===== src/rtl/pulse_seq_pkg.sv =====
// Shared definitions for the pulse sequencer: phase encoding, state enum, duration width default.
package pulse_seq_pkg;
  localparam int CW_DEFAULT = 24;

  typedef enum logic [2:0] {
    S_IDLE = 3'd0, S_DELAY = 3'd1, S_RISE = 3'd2,
    S_HIGH = 3'd3, S_FALL  = 3'd4, S_LOW  = 3'd5
  } state_e;

  localparam logic [2:0] ST_IDLE  = S_IDLE;
  localparam logic [2:0] ST_DELAY = S_DELAY;
  localparam logic [2:0] ST_RISE  = S_RISE;
  localparam logic [2:0] ST_HIGH  = S_HIGH;
  localparam logic [2:0] ST_FALL  = S_FALL;
  localparam logic [2:0] ST_LOW   = S_LOW;

  // First phase at or after s whose duration is nonzero; ST_IDLE means the period is over.
  function automatic logic [2:0] first_nz(input logic [2:0] s, input logic nz_dly,
                                          input logic nz_rise, input logic nz_fall,
                                          input logic nz_low);
    logic [2:0] r;
    r = ST_IDLE;
    if      (s <= ST_DELAY && nz_dly)  r = ST_DELAY;
    else if (s <= ST_RISE  && nz_rise) r = ST_RISE;
    else if (s <= ST_HIGH)             r = ST_HIGH;
    else if (s <= ST_FALL  && nz_fall) r = ST_FALL;
    else if (s <= ST_LOW   && nz_low)  r = ST_LOW;
    return r;
  endfunction
endpackage


===== src/rtl/pulse_seq_timer.sv =====
// Per-phase down counter: load N-1 on phase entry, zero flags the phase's last cycle.
module pulse_seq_timer #(
  parameter int CW = 24
) (
  input  logic          clk,
  input  logic          rst,
  input  logic          load_i,
  input  logic [CW-1:0] load_val_i,
  output logic          zero_o
);
  logic [CW-1:0] cnt_q;

  always_ff @(posedge clk) begin
    if (rst)              cnt_q <= '0;
    else if (load_i)      cnt_q <= load_val_i;
    else if (cnt_q != '0) cnt_q <= cnt_q - 1'b1;
  end

  assign zero_o = (cnt_q == '0);
endmodule


===== src/rtl/pulse_seq_ctrl.sv =====
// Pulse sequencer: IDLE -> DELAY -> {RISE, HIGH, FALL, LOW}* with optional linear ramps.
// Define PULSE_SEQ_RAMP_EN to ramp value through RISE/FALL; otherwise edges are steps.
module pulse_seq_ctrl import pulse_seq_pkg::*; #(
  parameter int W  = 16,
  parameter int CW = CW_DEFAULT
) (
  input  logic          clk,
  input  logic          rst,
  input  logic          cfg_valid,
  output logic          cfg_ready,
  input  logic [W-1:0]  cfg_iv,
  input  logic [W-1:0]  cfg_pv,
  input  logic [CW-1:0] cfg_delay,
  input  logic [CW-1:0] cfg_rise,
  input  logic [CW-1:0] cfg_width,
  input  logic [CW-1:0] cfg_fall,
  input  logic [CW-1:0] cfg_period,
  input  logic          cfg_one_shot,
  input  logic [W-1:0]  cfg_step,
  input  logic          start,
  input  logic          stop,
  output logic [W-1:0]  value,
  output logic [2:0]    phase,
  output logic          busy,
  output logic          cycle_done
);
  typedef struct packed {
    logic [W-1:0]  iv;
    logic [W-1:0]  pv;
    logic [CW-1:0] delay;
    logic [CW-1:0] rise;
    logic [CW-1:0] width;
    logic [CW-1:0] fall;
    logic [CW-1:0] period;
    logic          one_shot;
  } cfg_t;

  localparam logic [CW-1:0] ONE = CW'(1);

  cfg_t              cfg_q, cfg_d;
  logic [2:0]        state_q, st_d;
  logic              tmr_load, tmr_zero;
  logic [CW-1:0]     load_val, wid_eff, low_dur;
  logic signed [CW+1:0] low_s;
  logic              nz_dly, nz_rise, nz_fall, nz_low, period_end;

  assign cfg_ready = (state_q == ST_IDLE);
  assign busy      = ~cfg_ready;
  assign phase     = state_q;

  // A start in the same cycle as a config write runs with the new config.
  always_comb begin
    cfg_d = cfg_q;
    if (cfg_valid && cfg_ready)
      cfg_d = '{iv: cfg_iv, pv: cfg_pv, delay: cfg_delay, rise: cfg_rise, width: cfg_width,
                fall: cfg_fall, period: cfg_period, one_shot: cfg_one_shot};
  end

  assign wid_eff = (cfg_d.width == '0) ? ONE : cfg_d.width;
  assign low_s   = $signed({2'b00, cfg_d.period}) - $signed({2'b00, cfg_d.rise})
                 - $signed({2'b00, wid_eff}) - $signed({2'b00, cfg_d.fall});
  assign low_dur = low_s[CW-1:0];
  assign nz_dly  = (cfg_d.delay != '0);
  assign nz_rise = (cfg_d.rise != '0);
  assign nz_fall = (cfg_d.fall != '0);
  assign nz_low  = ~low_s[CW+1] && (low_s != '0);

  assign period_end = busy && tmr_zero &&
                      (first_nz(state_q + 3'd1, nz_dly, nz_rise, nz_fall, nz_low) == ST_IDLE);
  assign cycle_done = period_end;

  always_comb begin
    st_d     = state_q;
    tmr_load = 1'b0;
    if (state_q == ST_IDLE) begin
      if (start && !stop) begin
        st_d     = first_nz(ST_DELAY, nz_dly, nz_rise, nz_fall, nz_low);
        tmr_load = 1'b1;
      end
    end else if (stop) begin
      st_d = ST_IDLE;
    end else if (tmr_zero) begin
      tmr_load = 1'b1;
      if (period_end)
        st_d = cfg_d.one_shot ? ST_IDLE : first_nz(ST_RISE, nz_dly, nz_rise, nz_fall, nz_low);
      else
        st_d = first_nz(state_q + 3'd1, nz_dly, nz_rise, nz_fall, nz_low);
    end
    case (st_d)
      ST_DELAY: load_val = cfg_d.delay - ONE;
      ST_RISE:  load_val = cfg_d.rise - ONE;
      ST_HIGH:  load_val = wid_eff - ONE;
      ST_FALL:  load_val = cfg_d.fall - ONE;
      ST_LOW:   load_val = low_dur - ONE;
      default:  load_val = '0;
    endcase
  end

  always_ff @(posedge clk) begin
    if (rst) begin
      state_q <= ST_IDLE;
      cfg_q   <= '0;
    end else begin
      state_q <= st_d;
      cfg_q   <= cfg_d;
    end
  end

  pulse_seq_timer #(.CW(CW)) u_timer (
    .clk       (clk),
    .rst       (rst),
    .load_i    (tmr_load),
    .load_val_i(load_val),
    .zero_o    (tmr_zero)
  );

`ifdef PULSE_SEQ_RAMP_EN
  logic [W-1:0]      step_q, ramp_q, ramp_d;
  logic signed [W:0] up_s, dn_s, iv_s, pv_s;

  assign iv_s = $signed({cfg_q.iv[W-1], cfg_q.iv});
  assign pv_s = $signed({cfg_q.pv[W-1], cfg_q.pv});
  assign up_s = $signed({ramp_q[W-1], ramp_q}) + $signed({step_q[W-1], step_q});
  assign dn_s = $signed({ramp_q[W-1], ramp_q}) - $signed({step_q[W-1], step_q});

  // Entry cycle of RISE/FALL shows the starting level; later cycles step and clamp.
  always_comb begin
    ramp_d = ramp_q;
    if (st_d == ST_RISE)
      ramp_d = (state_q != ST_RISE) ? cfg_d.iv : ((up_s >= pv_s) ? cfg_q.pv : up_s[W-1:0]);
    else if (st_d == ST_FALL)
      ramp_d = (state_q != ST_FALL) ? cfg_d.pv : ((dn_s <= iv_s) ? cfg_q.iv : dn_s[W-1:0]);
  end

  always_ff @(posedge clk) begin
    if (rst) begin
      step_q <= '0;
      ramp_q <= '0;
    end else begin
      if (cfg_valid && cfg_ready) step_q <= cfg_step;
      ramp_q <= ramp_d;
    end
  end

  assign value = (state_q == ST_RISE || state_q == ST_FALL) ? ramp_q :
                 (state_q == ST_HIGH) ? cfg_q.pv : cfg_q.iv;
`else
  logic step_unused;
  assign step_unused = ^cfg_step;
  assign value = (state_q == ST_HIGH || state_q == ST_FALL) ? cfg_q.pv : cfg_q.iv;
`endif
endmodule

===== config.mk =====
export PLATFORM = sky130hd
export DESIGN_NAME = pulse_seq_ctrl
export DESIGN_NICKNAME = d
export VERILOG_FILES = /design/src/rtl/pulse_seq_pkg.sv /design/src/rtl/pulse_seq_timer.sv /design/src/rtl/pulse_seq_ctrl.sv
export SDC_FILE = /design/constraint.sdc
export NUM_CORES = 1
export LEC_CHECK = 0
export BUFFER_PORTS_ARGS = -buffer_cell sky130_fd_sc_hd__buf_4
export CAP_MARGIN = 20
export CORE_MARGIN = 8
export CORE_UTILIZATION = 55
export CTS_CLUSTER_SIZE = 20
export DETAILED_ROUTE_END_ITERATION = 6
export GPL_TIMING_DRIVEN = 0
export PLACE_DENSITY = 0.89
export SLEW_MARGIN = 20
export SYNTH_ARGS = -nofsm -noshare
export SYNTH_HDL_FRONTEND = slang
export SYNTH_SLANG_ARGS = --single-unit

===== constraint.sdc =====
create_clock -name clk -period 17.85 [get_ports clk]
set_clock_uncertainty 0.2 [all_clocks]
set_input_delay 2.6775 -clock clk [delete_from_list [all_inputs] [get_ports clk]]
set_output_delay 2.6775 -clock clk [all_outputs]
set_load 0.02 [all_outputs]

==> summary.md <==
| Metric | Value |
|---|---|
| FF+latch area | `3603 um2` |
| Wire per inst | `23.93 um` |
| Die Y-Extent | `170.7 um` |
| FFs w/ async S/R, synth | `0%` |
| Row cnt | `56` |
| All-layer global routing usage | `35.02%` |
| Worst path max stage delay | `800 ps` |
| Cell variety after synth | `95` |
| Setup Crit Path Kind | `primary input to output pin` |
| Area leader, netlist | `dfxtp_1` |
| WP data required | `14970 ps` |
| Final wirelength | `51670 um` |
| Worst-Skew Late Latency | `450 ps` |
| Antenna Diode Count | `0` |
| Max-Cap Viols | `0` |
| Buf/Inv on CP | `9` |
| Crit path DAT | `14430 ps` |
| Met1 GRT Util | `43.97%` |
| Non-Filler Instances | `2159` |
| Slew @ Worst Pin | `982.9 ps` |
| Ys flop type | `dfxtp_1` |
| Net Count, Synth | `1882` |
| Area of the multi-input gates | `8976 um2` |
| Die Wd | `170.7 um` |
| Fin. Hold Viols | `0` |
| Synth top area share | `27.38%` |
| Worst-path clk slew | `90 ps` |
| Number of hold buffers added after cts | `0` |
| Clk root buf | `clkbuf_16` |
| RSZ-0062 raised after global routing | `no` |
| Final nets | `2078` |
| DR vias | `14109` |
| Cell with the most instances after synthesis | `nand2_1` |
| Largest cells by area after synthesis | `dfxtp_1 27%, mux2i_1 7.8%, nand2_1 6.2%` |
| Final setup fails | `0` |
| Iter 0 DRT Violations | `1744` |
| Tmin final | `17310 ps` |
| Largest net degree at the start of global routing | `23` |
| Status | `completed` |
| Setup TNS | `0 ps` |
| ANT nets after route | `0` |
| EDFF count, synth | `0` |
| Post-synthesis register bit count | `180` |
| Full die area | `29140 um2` |
| Max VDD drop | `0.00009176 V` |
| Crit-path slowest cell | `buf_1` |
| YS warnings | `0` |
| Slew margin rel. | `34.48%` |
| CTS tree | `done` |
| Slew Viols, Final | `0` |
| P per Cell Area | `161.7 nW/um2` |
| Post-synth top cells | `217 x nand2_1, 180 x dfxtp_1, 174 x nor2_1` |
| Initial antenna violation count | `0` |
| Sequential-to-total area share from yosys stat | `27.38%` |
| Syn_area_per_cell | `8.070 um2` |
| Final GP Congestion | `1.011` |
| Clk sinks | `180` |
| Critical Path Fanout Max | `10` |
| HPWL Detailed | `41770 um` |
| Worst hold margin | `259.1 ps` |
| H-tree lvl count | `4` |
| Worst Setup End Kind | `output pin` |
| Placed cells | `2128` |
| Met3 Track Usage GR | `9.495%` |
| Final period util | `96.98%` |
| Busiest grt layer | `met2` |
| Synthesized area | `13160 um2` |
| Postcts setup bufs | `0` |
| Max clock buf depth | `2` |
| Grt met2 use | `54.75%` |
| Startpoint types | `primary input` |
| First-pass GRT wire length | `78160 um` |
| Area post-placement | `14900 um2` |
| Share of layout cells above drive strength 1 | `17.12%` |
| Core area | `23470 um2` |
| Hold Crit Class | `flop to flop` |
| Num ports | `196` |
| Leakage Power | `0.006746 uW` |
| Drt via density | `6.535` |
| Cell family with most CP delay | `compound AO/OA/AOI/OAI gates` |
| Final instance area | `15540 um2` |
| Initial Utilization | `56.08%` |
| Total power draw | `2512 uW` |
| Number of global-route vias before repair | `13871` |
| Peak Freq | `57.77 MHz` |
| Drt pass-1 iters | `5` |
| DRC | `0` |
| IO Port Bufs | `178` |
| Filler cell count | `1991` |
| GR Overflow Total | `0` |
| CTS Buf Count | `17` |
| Syn Inst Count | `1631` |
| P&R area growth vs syn | `18.06%` |
==> layout by cell type, fill, tap and decap left out, types with 13 or more instances in the layout <==
cell type / count
inv_1: 48
a211oi_1: 16
nor2b_1: 13
nand3_1: 34
mux2_2: 25
a31oi_1: 15
nor2_1: 174
dfxtp_1: 180
nor3_1: 28
buf_4: 183
clkbuf_16: 17
ha_1: 52
o31ai_1: 18
xnor2_1: 46
clkbuf_1: 54
mux2i_1: 103
xor2_1: 27
nand4_1: 35
or3_1: 17
nor4_1: 33
o21ai_0: 64
a21oi_1: 118
a21o_1: 21
fa_1: 25
nand2_1: 217
==> worst register-to-register path, delay by kind of cell, from the launching register on <==
| kind | cells | cell delay (ps) |
|---|---|---|
| compound gates | 19 | 4930 |
| buf+inv | 10 | 3750 |
| simple gates | 13 | 3110 |
| fa+ha+maj | 6 | 1960 |
| mux | 1 | 670 |
| flops | 1 | 420 |
| xor+xnor | 1 | 160 |
==> cells by family after synthesis <==
logic type               Yosys count  share of synthesized area [%]
AO/OA/AOI/OAI                    402                          21.02
XOR/XNOR                          73                          4.857
adder cells (fa/ha/maj)           81                          9.049
buffers and inverters            135                          4.430
flip-flops                       180                          27.38
multiplexers                     129                          10.08
AND/OR/NAND/NOR                  631                          23.19
==> state kept, by name, summed over array words and instances (netlist names), named ones only <==
register,flops
phase,3
u_timer.cnt_q,24
cfg_q,152
==> cell type report <==
class                      instances  area share, %
clock inverter                    15          1.337
clock buffer                      17          2.738
tap                              319          2.568
buffer                            86          2.649
timing repair buffer             178          8.599
multi-input combinational       1316          57.76
inverter                          48          1.159
sequential                       180          23.19
==> power by group <==
group	switching, uW	total [uW]	leakage, uW	internal (uW)
Clock	210	405	0.000302	195
Sequential	32.8	482	0.00148	449
Combinational	1050	1630	0.00496	571
==> stage by stage <==
stage	worst slack [ps]	utilization (%)
after floorplan	2751	-
after global placement	-271.4	63.47
after detailed placement	-318.4	63.47
after CTS	174.6	66.20
after global routing	34.87	66.20
final	538.8	66.20
==> final timing paths <==
check | cells after the start | end | startpoint | slack (ps)
worst max-delay path | 39 | cycle_done | cfg_valid | 540
worst min-delay path | 2 | cfg_q[134] | cfg_q[134] | 260
worst max register to register | 50 | u_timer.cnt_q[20] | phase[0] | 2590
worst min register to register | 2 | cfg_q[134] | cfg_q[134] | 260
==> layer usage <==
layer	vias to the layer above	part of all wire (%)
met4	0	5.2
met3	198	12
met1	6677	39
li1	6315	-
met5	-	0
met2	919	44
==> repair_timing <==
item,CTS,global route
resized for setup,3,5
pin swaps,0,0
endpoints found under the hold margin,0,0
setup endpoints to repair,1,9
Note: power is estimated with default switching activity, not from simulation.
